[src/rtl/imgproc_cfg_ctrl_pkg.sv]
// Shared types and default constants for the image-processor configuration controller.
package imgproc_cfg_ctrl_pkg;

  typedef enum logic [1:0] {
    ST_IDLE = 2'd0,
    ST_PEND = 2'd1,
    ST_HOLD = 2'd2
  } cfg_state_e;

  localparam int DEFAULT_DEBOUNCE_CYCLES = 1000000;
  localparam int DEFAULT_MIN_FRAMES      = 2;

  // Width of a down/up counter that must hold values 0..max_val (never narrower than 1 bit).
  function automatic int cnt_width(input int max_val);
    return (max_val < 1) ? 1 : $clog2(max_val + 1);
  endfunction

endpackage

[src/rtl/imgproc_cfg_ctrl_key_debounce.sv]
// One push-button path: 2-flop synchroniser, stability counter and press-pulse generator.
module key_debounce
  import imgproc_cfg_ctrl_pkg::*;
#(
  parameter int DEBOUNCE_CYCLES = DEFAULT_DEBOUNCE_CYCLES
) (
  input  logic clk,
  input  logic reset_n,
  input  logic key_n,
  output logic press
);

  localparam int            CW       = cnt_width(DEBOUNCE_CYCLES);
  localparam logic [CW-1:0] CNT_LAST = CW'(DEBOUNCE_CYCLES - 1);

  logic          sync1_q, sync2_q;
  logic          level_q, level_d;
  logic [CW-1:0] cnt_q, cnt_d;
  logic          press_q, press_d;

  // The count only survives while the synchronised input disagrees with the accepted level.
  always_comb begin
    level_d = level_q;
    cnt_d   = '0;
    if (sync2_q != level_q) begin
      if (cnt_q >= CNT_LAST) begin
        level_d = sync2_q;
      end else begin
        cnt_d = cnt_q + 1'b1;
      end
    end
    press_d = level_q & ~level_d;
  end

  always_ff @(posedge clk or negedge reset_n) begin
    if (!reset_n) begin
      sync1_q <= 1'b1;
      sync2_q <= 1'b1;
      level_q <= 1'b1;
      cnt_q   <= '0;
      press_q <= 1'b0;
    end else begin
      sync1_q <= key_n;
      sync2_q <= sync1_q;
      level_q <= level_d;
      cnt_q   <= cnt_d;
      press_q <= press_d;
    end
  end

  assign press = press_q;

endmodule

[src/rtl/imgproc_cfg_ctrl.sv]
// Collects debounced key presses into a shadow mode/filter setting and commits it on frame
// boundaries, enforcing a minimum number of frames between two committed changes.
module imgproc_cfg_ctrl
  import imgproc_cfg_ctrl_pkg::*;
#(
  parameter int DEBOUNCE_CYCLES = DEFAULT_DEBOUNCE_CYCLES,
  parameter int MIN_FRAMES      = DEFAULT_MIN_FRAMES
) (
  input  logic       clk,
  input  logic       reset_n,
  input  logic [1:0] key_n,
  input  logic       frame_start,
  output logic       mode_out,
  output logic       filter_out,
  output logic       pending,
  output logic [9:0] led
);

  localparam int            HW        = cnt_width(MIN_FRAMES);
  localparam logic [HW-1:0] HOLD_LOAD = HW'(MIN_FRAMES);

  logic [1:0] press;

  for (genvar i = 0; i < 2; i++) begin : g_key
    key_debounce #(
      .DEBOUNCE_CYCLES(DEBOUNCE_CYCLES)
    ) u_key_debounce (
      .clk    (clk),
      .reset_n(reset_n),
      .key_n  (key_n[i]),
      .press  (press[i])
    );
  end

  // Bit 0 of shadow/cfg is mode, bit 1 is filter.
  cfg_state_e    state_q, state_d;
  logic [1:0]    shadow_q, shadow_d;
  logic [1:0]    cfg_q, cfg_d;
  logic [HW-1:0] holdoff_q, holdoff_d;
  logic          pend_flag_q, pend_flag_d;
  logic [7:0]    frame_cnt_q, frame_cnt_d;
  logic          any_press;

  assign any_press = (press != 2'b00);

  always_comb begin
    state_d     = state_q;
    cfg_d       = cfg_q;
    holdoff_d   = holdoff_q;
    pend_flag_d = pend_flag_q;
    shadow_d    = shadow_q ^ press;
    frame_cnt_d = frame_cnt_q;
    if (frame_start) begin
      frame_cnt_d = frame_cnt_q + 8'd1;
    end

    case (state_q)
      ST_IDLE: begin
        if (any_press) begin
          state_d = ST_PEND;
        end
      end
      // Commit uses the pre-pulse shadow; a coincident press is remembered for the next round.
      ST_PEND: begin
        if (frame_start) begin
          cfg_d       = shadow_q;
          holdoff_d   = HOLD_LOAD;
          pend_flag_d = any_press;
          state_d     = ST_HOLD;
        end
      end
      ST_HOLD: begin
        if (any_press) begin
          pend_flag_d = 1'b1;
        end
        if (holdoff_q == '0) begin
          state_d     = (pend_flag_q || any_press) ? ST_PEND : ST_IDLE;
          pend_flag_d = 1'b0;
        end else if (frame_start) begin
          holdoff_d = holdoff_q - 1'b1;
        end
      end
      default: begin
        state_d = ST_IDLE;
      end
    endcase
  end

  always_ff @(posedge clk or negedge reset_n) begin
    if (!reset_n) begin
      state_q     <= ST_IDLE;
      shadow_q    <= 2'b00;
      cfg_q       <= 2'b00;
      holdoff_q   <= '0;
      pend_flag_q <= 1'b0;
      frame_cnt_q <= 8'd0;
    end else begin
      state_q     <= state_d;
      shadow_q    <= shadow_d;
      cfg_q       <= cfg_d;
      holdoff_q   <= holdoff_d;
      pend_flag_q <= pend_flag_d;
      frame_cnt_q <= frame_cnt_d;
    end
  end

  assign mode_out   = cfg_q[0];
  assign filter_out = cfg_q[1];
  assign pending    = (state_q == ST_PEND) || pend_flag_q;
  assign led        = {cfg_q[1], cfg_q[0], frame_cnt_q};

endmodule

[config.mk]
export PLATFORM = sky130hd
export DESIGN_NAME = imgproc_cfg_ctrl
export DESIGN_NICKNAME = d
export VERILOG_FILES = /design/src/rtl/imgproc_cfg_ctrl_pkg.sv /design/src/rtl/imgproc_cfg_ctrl_key_debounce.sv /design/src/rtl/imgproc_cfg_ctrl.sv
export SDC_FILE = /design/constraint.sdc
export NUM_CORES = 1
export LEC_CHECK = 0
export ABC_CLOCK_PERIOD_IN_PS = 4000
export CAP_MARGIN = 10
export CORE_MARGIN = 2
export CORE_UTILIZATION = 49
export CTS_BUF_LIST = sky130_fd_sc_hd__clkbuf_4 sky130_fd_sc_hd__clkbuf_8
export DETAILED_ROUTE_END_ITERATION = 8
export GPL_TIMING_DRIVEN = 0
export PLACE_DENSITY_LB_ADDON = 0.12
export SLEW_MARGIN = 0
export SYNTH_ARGS = -nofsm -noshare
export SYNTH_HDL_FRONTEND = slang
export SYNTH_HIERARCHICAL = 1
export SYNTH_SLANG_ARGS = --single-unit
[constraint.sdc]
create_clock -name clk -period 4 [get_ports clk]
set_input_delay 1 -clock clk [delete_from_list [all_inputs] [get_ports clk]]
set_output_delay 1 -clock clk [all_outputs]
set_load 0.005 [all_outputs]
==> flow_metrics.tcl <==
set metrics [dict create \
    status "complete, no violations" \
    worstPathRequired_ps 3000 \
    die_h_um 83.4 \
    vias 2178 \
    clock_tree.root_cell "clkbuf_8" \
    avgViaCountPerCell 5.33 \
    seq_area_frac_synth_pct 52.9 \
    syn_nets 310 \
    clk_latency_ps 330 \
    synth_common_cells "59 x dfrtp_1, 28 x nor2_1, 24 x xnor2_1" \
    crit_fanout 7 \
    slowest_delay_ps 490 \
    antenna_cells 0 \
    power.total_mw 1.38 \
    core_mm2 0.00599 \
    setup_viol 0 \
    die_area_mm2 0.00696 \
    drv_slew 0 \
    async_flop_share_pct 100 \
    hold_violations 0 \
    final_layout_size_suffix_gt1_share_pct 12.9 \
    grt_pass1_wl_um 9400 \
    setup_tns_ps 0 \
    gr-total-overflow 0 \
    yosysMostFrequentCell "dfrtp_1" \
    syn_inst 301 \
    die_w_um 83.4 \
    hold_buffers 0 \
    start_util_pct 51.6 \
    grtUsageTotal_pct 16.9 \
    wl_um 5280 \
    crit_path_end_kind "output port" \
    tightest_slew_ps 802 \
    yosys_warnings 6 \
    p_leak_nw 1.47 \
    cts_tree "built" \
    drv_cap 0 \
    hpwlAfterDp_um 3530 \
    min_period_over_period_pct 63.3 \
    arrival_ps 1530 \
    synth_seq_cells 65 \
    synth_top_area_cell "dfrtp_1" \
    wl_per_cell_um 12.9 \
    area_growth_pct 13.8 \
    post_cts_resize_count 0 \
    htree_levels 3 \
    min_path_type "reg -> reg" \
    syn-mean-instance-area_um2 10.3 \
    max_freq_ghz 0.395 \
    cp_slowest_cell "clkdlybuf4s50_1" \
    slew-limit-headroom_pct 46.5 \
    finalCriticalPeriod_ps 2530 \
    synth_edf_count 0 \
    startpoint_type "flip-flop" \
    critPathKind "reg -> out" \
    cts_made_buffers 9 \
    synth_top_cell_area_share_pct 47.8 \
    synth.area.top_cells "dfrtp_1 48%, xnor2_1 6.8%, dfstp_2 5.1%, nor2_1 3.4%, nand2_1 2.8%" \
    crit_chain "inv_1 -> a21o_1 -> clkdlybuf4s50_1" \
    fin_nets 338 \
    fin_util_pct 58.7 \
    synth_area_mm2 0.00309 \
    portBuffers 17 \
    first_global_vias 2084 \
    core.rowCount 28 \
    clock_path_buffers 2 \
    grt_max_degree 66 \
    synth_flop_cell "dfrtp_1" \
    cts.clk_slew.worst_paths_ps 60 \
    post_cts_buffers 0 \
    numClockSinks 65 \
    first_iter_violations 145 \
    drtPass1Iterations 4 \
    peakVddDrop_v 0.000288 \
    skew_ps 7.85 \
    antenna_found_initial 0 \
    detail-route-antenna-nets 0 \
    drcViolationCount 0 \
    grt_setup_unrepaired "false" \
    yosysUniqueCellTypes 45 \
    place_congestion 0.748 \
    pin_count 18 \
    power_density_mw_per_mm2 393 \
]
-- sequential cells by signal, indices dropped and copies added, names as in the netlist --
name and flops:
state_q 2, g_key.u_key_debounce/press 2, g_key.u_key_debounce/cnt_q 40, g_key.u_key_debounce/sync1_q 2, pend_flag_q 1, cfg_q 2
shadow_q 2, g_key.u_key_debounce/sync2_q 2, holdoff_q 2, frame_cnt_q 8, g_key.u_key_debounce/level_q 2
-- cells in the final DEF, fill, tap and decap left out, types with 4 or more instances in the layout --
master,instances
a21oi_1,16
and3_1,6
buf_4,4
clkbuf_1,4
clkbuf_8,9
clkdlybuf4s50_1,16
clkinv_2,4
dfrtp_1,59
dfstp_2,6
ha_1,4
inv_1,14
mux2_2,4
nand2_1,23
nand3_1,16
nand4_1,5
nor2_1,28
nor3_1,12
nor4_1,4
o21ai_0,13
or3_1,12
xnor2_1,24
xor2_1,9
-- through the flow --
step | area, um2 | hold slack, ps | setup slack [ps] | cells
after floorplan | 3090 | 345 | 2130 | 301
after global placement | 3350 | 346 | -242 | 393
after detailed placement | 3350 | 350 | 1790 | 393
after CTS | 3520 | 360 | 1440 | 409
after global routing | 3520 | 363 | 1400 | 409
final | 3520 | 358 | 1470 | 409
-- final cells by class --
class	instances	area (um2)
well taps	75	93.8
multi-input cells	212	1350
repair buffers	17	168
fillers	540	2470
flip-flops and latches	65	1630
plain buffers	10	58.8
clock buffers	12	146
clock inverters	4	20.0
inverters	14	52.6
-- report_power, final --
part / internal [mW] / switching, mW
registers: 0.699 / 0.0430
logic: 0.0990 / 0.0644
clock network: 0.241 / 0.237
total: 1.04 / 0.344
-- per-layer routing --
| metal | global-route usage (%) | share of wire [%] | vias to the layer above |
|---|---|---|---|
| li1 | - | - | 1094 |
| met1 | 22.7 | 50 | 1048 |
| met2 | 24.9 | 45 | 27 |
| met3 | 5.07 | 3.3 | 9 |
| met4 | 8.36 | 1.9 | 0 |
| met5 | 0 | 0 | - |
-- cells by family after synthesis --
logic type / count (synthesis) / share of synthesized area, %
buf+inv: 24 / 3.60
mux: 5 / 1.82
fa+ha+maj: 4 / 1.62
flops: 65 / 52.9
xor+xnor: 33 / 9.35
simple gates: 124 / 21.5
compound gates: 46 / 9.19
-- path summary, 6_finish.rpt --
check	start	endpoint	slack (ps)	cells past startpoint
max	state_q[1]$_DFFE_PN0P_	pending	1470	3
min	g_key[1].u_key_debounce/sync1_q$_DFF_PN1_	g_key[1].u_key_debounce/sync2_q$_DFF_PN1_	360	0
max reg2reg	g_key[0].u_key_debounce/cnt_q[0]$_DFF_PN0_	g_key[0].u_key_debounce/cnt_q[16]$_DFF_PN0_	1940	6
min reg2reg	g_key[1].u_key_debounce/sync1_q$_DFF_PN1_	g_key[1].u_key_debounce/sync2_q$_DFF_PN1_	360	0
max in group asynchronous	reset_n	g_key[0].u_key_debounce/cnt_q[10]$_DFF_PN0_	2720	1
min in group asynchronous	reset_n	g_key[0].u_key_debounce/press$_DFF_PN0_	750	1
-- worst max-delay path, delay by kind of cell, from the launching register on --
kind                   cells  cell delay, ps
flip-flops                 1             440
AO/OA/AOI/OAI              1             130
buffers and inverters      2             640
Note: power is estimated with default switching activity, not from simulation.
